**src/rtl/nfa_stream_ctrl.sv**
```systemverilog
// Stream sequencer for a bank of regex NFA engines behind a shared char-class
// decoder: forwards bytes, frames each packet with sod/en, reports one match vector.
module nfa_stream_ctrl #(
  parameter int NUM_ENG = 8,
  parameter int DEC_LAT = 1,
  parameter int DRAIN   = 2,
  parameter int LEN_W   = 16
) (
  input  logic               clk,
  input  logic               rst,
  input  logic               s_valid,
  output logic               s_ready,
  input  logic [7:0]         s_data,
  input  logic               s_last,
  output logic [7:0]         dec_byte,
  output logic               dec_valid,
  output logic               eng_sod,
  output logic               eng_en,
  input  logic [NUM_ENG-1:0] eng_match,
  output logic               m_valid,
  input  logic               m_ready,
  output logic [NUM_ENG-1:0] m_match,
  output logic               m_any,
  output logic [LEN_W-1:0]   m_len,
  output logic               m_ovf,
  output logic               busy
);

  typedef enum logic [2:0] {
    ST_IDLE   = 3'd0,
    ST_SOD    = 3'd1,
    ST_STREAM = 3'd2,
    ST_DRAIN  = 3'd3,
    ST_REPORT = 3'd4
  } state_t;

  localparam logic [3:0]       DRAIN_LOAD = 4'(DEC_LAT + DRAIN + 1);
  localparam logic [LEN_W-1:0] LEN_MAX    = {LEN_W{1'b1}};
  localparam logic [LEN_W-1:0] LEN_ONE    = {{(LEN_W-1){1'b0}}, 1'b1};

  state_t           state_r, state_nxt_s;
  logic [LEN_W-1:0] len_r;
  logic             ovf_r;
  logic [3:0]       drain_r;
  logic             en_raw_s;
  logic             in_hs_s, out_hs_s;

  assign in_hs_s  = s_valid & s_ready;
  assign out_hs_s = m_valid & m_ready;
  assign s_ready  = (state_r == ST_STREAM);
  assign busy     = (state_r != ST_IDLE);
  // Any controller reset also clears the engines, even mid-packet.
  assign eng_sod  = ~rst | (state_r == ST_SOD);
  assign eng_en   = en_raw_s & ~eng_sod;

  // State register.
  always_ff @(posedge clk) begin
    if (!rst) state_r <= ST_IDLE;
    else      state_r <= state_nxt_s;
  end

  // Next-state logic.
  always_comb begin
    state_nxt_s = state_r;
    case (state_r)
      ST_IDLE: begin
        if (s_valid) state_nxt_s = ST_SOD;
        else         state_nxt_s = ST_IDLE;
      end
      ST_SOD: state_nxt_s = ST_STREAM;
      ST_STREAM: begin
        if (in_hs_s && s_last) state_nxt_s = ST_DRAIN;
        else                   state_nxt_s = ST_STREAM;
      end
      ST_DRAIN: begin
        if (drain_r == 4'd1) state_nxt_s = ST_REPORT;
        else                 state_nxt_s = ST_DRAIN;
      end
      ST_REPORT: begin
        if (out_hs_s && s_valid) state_nxt_s = ST_SOD;
        else if (out_hs_s)       state_nxt_s = ST_IDLE;
        else                     state_nxt_s = ST_REPORT;
      end
      default: state_nxt_s = ST_IDLE;
    endcase
  end

  // Decoder feed, length/overflow tracking, drain timing and result capture.
  always_ff @(posedge clk) begin
    if (!rst) begin
      dec_byte  <= 8'd0;
      dec_valid <= 1'b0;
      len_r     <= '0;
      ovf_r     <= 1'b0;
      drain_r   <= 4'd0;
      m_valid   <= 1'b0;
      m_match   <= '0;
      m_any     <= 1'b0;
      m_len     <= '0;
      m_ovf     <= 1'b0;
    end else begin
      dec_valid <= 1'b0;
      case (state_r)
        ST_SOD: begin
          len_r <= '0;
          ovf_r <= 1'b0;
        end
        ST_STREAM: begin
          if (in_hs_s) begin
            dec_byte  <= s_data;
            dec_valid <= 1'b1;
            if (len_r == LEN_MAX) ovf_r <= 1'b1;
            else                  len_r <= len_r + LEN_ONE;
            if (s_last) drain_r <= DRAIN_LOAD;
          end
        end
        ST_DRAIN: begin
          // The engines have settled by the time the count reaches 1.
          if (drain_r == 4'd1) begin
            m_match <= eng_match;
            m_any   <= |eng_match;
            m_len   <= len_r;
            m_ovf   <= ovf_r;
            m_valid <= 1'b1;
          end else begin
            drain_r <= drain_r - 4'd1;
          end
        end
        ST_REPORT: begin
          if (out_hs_s) m_valid <= 1'b0;
        end
        default: ;
      endcase
    end
  end

  // en follows dec_valid by the decoder latency so each step sees its own byte's classes.
  generate
    if (DEC_LAT == 0) begin : g_en_wire
      assign en_raw_s = dec_valid;
    end else begin : g_en_line
      logic [DEC_LAT-1:0] en_line_r;
      // Enable alignment shift register.
      always_ff @(posedge clk) begin
        if (!rst) begin
          en_line_r <= '0;
        end else begin
          en_line_r[0] <= dec_valid;
          for (int i = 1; i < DEC_LAT; i++) en_line_r[i] <= en_line_r[i-1];
        end
      end
      assign en_raw_s = en_line_r[DEC_LAT-1];
    end
  endgenerate

endmodule

```
**config.mk**
```make
export PLATFORM = sky130hd
export DESIGN_NAME = nfa_stream_ctrl
export DESIGN_NICKNAME = d
export VERILOG_FILES = /design/src/rtl/nfa_stream_ctrl.sv
export SDC_FILE = /design/constraint.sdc
export NUM_CORES = 1
export LEC_CHECK = 0
export ABC_AREA = 0
export CORE_ASPECT_RATIO = 2
export CORE_MARGIN = 1.5
export CORE_UTILIZATION = 25
export DETAILED_ROUTE_END_ITERATION = 6
export GPL_ROUTABILITY_DRIVEN = 0
export PLACE_DENSITY = 0.48
export SETUP_SLACK_MARGIN = 0.15
export SLEW_MARGIN = 20
export SYNTH_ARGS = -nofsm -noshare
export SYNTH_HDL_FRONTEND = slang
export SYNTH_SLANG_ARGS = --single-unit
```
**constraint.sdc**
```tcl
create_clock -name clk -period 3.4 [get_ports clk]
set_input_delay 0.68 -clock clk [delete_from_list [all_inputs] [get_ports clk]]
set_output_delay 0.68 -clock clk [all_outputs]
set_load 0.01 [all_outputs]
```
==> summary.md, run 1 <==
| Metric | Value |
|---|---|
| Core Util, Final | 34.79% |
| Comb power frac | 7.4% |
| Leak | 1.223 nW |
| Drt first pass iters | 4 |
| Clk pwr share | 51.5% |
| Cell family with the largest share of critical-path delay | simple AND/OR/NAND/NOR gates |
| IO Count | 61 |
| Worst setup margin | 0.4004 ns |
| Hold path endpoint | dec_byte[2] |
| Vias | 2,663 |
| Placed cell count | 521 |
| Run status | complete, no violations |
| Max transition margin | 43.59% |
| Hold Path Cell Cnt | 2 |
| Flops & latches, synth | 61 |
| Register-to-register setup slack | 1.10 ns |
| Sw Ratio | 21.73% |
| Sequential share of power | 41.1% |
| Nets@finish | 416 |
| Mapped cell area | 2811 um2 |
| Final setup fails | 0 |
| CTS Buffer Depth | 2 |
| DRC violations left | 0 |
| CP required | 2.72 ns |
| F_max | 333.4 MHz |
| Simple-gate area share of the yosys netlist | 31.46% |
| Net Switching | 0.3900 mW |
| Synth async-reset ratio | 0% |
| Die area | 11,930 um2 |
| Clock net sink count | 61 |
| Adder-cell share of the synthesized area | 1.335% |
| Largest net degree at the start of global routing | 35 |
| CTS buffer count | 9 |
| Area of the multi-input gates | 1450 um2 |
| Largest family of logic cells by synthesized area | simple AND/OR/NAND/NOR gates |
| Slew Viols, Final | 0 |
| Max cap viols | 0 |
| Worst setup SP type | flip-flop |
| Worst r2r path cells | 5 |
| CTS root buf | clkbuf_16 |
| Core Region | 10,950 um2 |
| Final Non-Filler Cells | 535 |
| First-pass GRT wire length | 13,400 um |
| # rows | 54 |
| Met1 Use GR | 14.81% |
| Die Wd | 77.99 um |
| Fin crit period | 3.000 ns |
| Reg2Reg Launch Point | len_r[1] |
| Number of post-CTS setup repair buffers | 0 |
| Setup TNS | 0 ns |
| Global route hottest layer | met2 |
| FF+latch area | 1221 um2 |
| Synth Area in XOR/XNOR | 0% |
| EDFF count, synth | 0 |
| Clock skew | 0.004622 ns |
| Ratio of cells with drive above 1 in the final layout | 8.101% |
| Min-delay worst type | flip-flop to flip-flop |
| GRT overflow | 0 |
| Post-CTS sizing | 0 |
| Worst path cell trace | or3b_1, nand2_1, clkdlybuf4s50_1 |
| Internal power | 1.405 mW |
| Worst slew pin tran | 0.8398 ns |
| Crit Path Max Fanout | 14 |
| Routed len/inst | 15.26 um |
| Origin of the worst min-delay path | dec_byte[2] |
| Syn. warnings | 0 |
| CP Capture Type | primary output |
| Number of global-route vias before repair | 2,613 |
| Initial Util | 25.69% |
| Worst EP arrival | 2.32 ns |
| Dpl hpwl | 5974 um |
| Die span in y | 153.0 um |
| Global-route track usage on met2 | 26.54% |
| Area growth, synth to finish | 35.42% |
| Min Hold Slack | 0.4512 ns |
| Port buffer count | 60 |
| Final Hold Fails | 0 |
| Commonest cells after routing, fill and taps aside | 88 x nand2_1, 61 x dfxtp_1, 60 x clkdlybuf4s50_1 |
| Most common cell after layout, fill and taps aside | nand2_1 |
| Final worst path period share | 88.22% |
| Register area share after synthesis | 43.44% |
| TritonCTS clock tree | done |
| DRT iter0 DRCs | 112 |
| Routed Antenna Nets | 0 |
| Critical path buffer and inverter count | 1 |
| Setup Slack @ Placement | 0.6686 ns |
| Netlist cell types | 55 |
| Clock latency on the worst-skew pair | 0.33 ns |
| Inserted Diodes | 0 |
| M3 GR Usage | 3.104% |
| Syn nets | 363 |
| Mux contribution to synthesized area | 0.3560% |
| Synth Area in Compound Gates | 18.42% |
| Total GRT Usage | 14.57% |
| CTS hold repair buffers | 0 |
| Worst Setup Path Type | flip-flop to primary output |
| # fillers | 1,199 |
| Avg Vias per Cell | 4.978 |
| RSZ-0062 raised after global routing | no |
| Slowest stage delay, CP | 0.61 ns |
| Initial antenna violation count | 0 |
| Synth Area per Inst | 8.293 um2 |
| Synthesized instance count | 339 |
| H-tree lvl count | 3 |
| Pwr/cell area | 471.3 nW/um2 |
| Maximum VDD drop | 333.3 uV |
| Reg2reg end | len_r[13] |
| Reg clk slew, reported paths | 0.05 ns |
| Post-synth top flop | dfxtp_1 |
| Routed WL | 8165 um |
| Slowest cell on crit path | dfxtp_1 |
## worst max-delay path by stage
stage	from	end	cells past startpoint
2_1_floorplan	rst	eng_en	3
3_3_place_gp	rst	eng_en	3
3_5_place_dp	rst	eng_en	3
4_1_cts	state_r[0]	eng_sod	3
5_1_grt	state_r[0]	eng_sod	3
6_report	state_r[0]	eng_sod	3
## worst register-to-register path, cell delays in order, from the launching register on
cell	delay (ns)
dfxtp_1	0.40
ha_1	0.36
nand4_1	0.23
nor4_4	0.75
a21oi_4	0.23
a311oi_2	0.26
## power by group through the flow
stage,Clock (mW),Sequential (mW),Combinational [mW]
floorplan,0,0.748,0.0733
global placement,0,0.751,0.134
detailed placement,0,0.752,0.134
CTS,0.947,0.737,0.135
global route,0.988,0.738,0.145
finish,0.925,0.737,0.133
## cell usage after synthesis (all sizes together), types with 6 or more instances
cell	count	area share, %
nand4	12	2.7
nor2	6	1.1
nand2	88	12
dfxtp	61	43
and3	8	1.8
or4	7	1.9
o21ai	8	1.4
nand3	12	2.3
clkbuf	9	1.2
o311ai	6	1.9
or3	6	1.3
a21oi	45	8.4
buf	15	3.2
## state kept, by name, indices dropped and copies added (netlist names)
register / flops
len_r: 16
m_len: 16
dec_byte: 8
m_match: 8
drain_r: 4
state_r: 3
dec_valid: 1
en_raw_s: 1
m_any: 1
m_ovf: 1
m_valid: 1
ovf_r: 1
## cell type report
| cell class | count | share of cell area [%] |
|---|---|---|
| Multi-Input combinational cell | 250 | 38.09 |
| Sequential cell | 61 | 32.07 |
| Timing Repair Buffer | 66 | 16.96 |
| Clock buffer | 13 | 7.098 |
| Tap cell | 140 | 4.601 |
| Clock inverter | 1 | 0.7887 |
| Inverter | 4 | 0.3943 |
## logic make-up (layout without fill, tap and decap cells)
logic type                 after synthesis  count (layout)
adders and majority gates                3               3
buffers and inverters                   28              84
AOI/OAI and AO/OA                       79              79
DFF                                     61              61
muxes                                    1               1
and+or+nand+nor                        167             167
## per-stage QoR
stage / cell area [um2] / power [mW]
final: 3807 / 1.794
after global routing: 3807 / 1.872
after CTS: 3807 / 1.819
after detailed placement: 3507 / 0.8856
after global placement: 3507 / 0.8851
after floorplan: 2811 / 0.8216
## metal layers
metal	share of wire (%)	vias up
met5	0	-
met2	56	61
li1	-	1330
met3	3.3	20
met1	37	1252
met4	3.7	0
Power figures use the tool's default switching activity.
==> inputs of run 2 (changes only) <==
--- a/config.mk
+++ b/config.mk
@@ -13,7 +13,6 @@
 export GPL_ROUTABILITY_DRIVEN = 0
 export PLACE_DENSITY = 0.48
 export SETUP_SLACK_MARGIN = 0.15
-export SLEW_MARGIN = 20
 export SYNTH_ARGS = -nofsm -noshare
 export SYNTH_HDL_FRONTEND = slang
 export SYNTH_SLANG_ARGS = --single-unit
==> results of run 2 <==
Same layout as run 1: the final DEF is identical, and so are final timing and power.
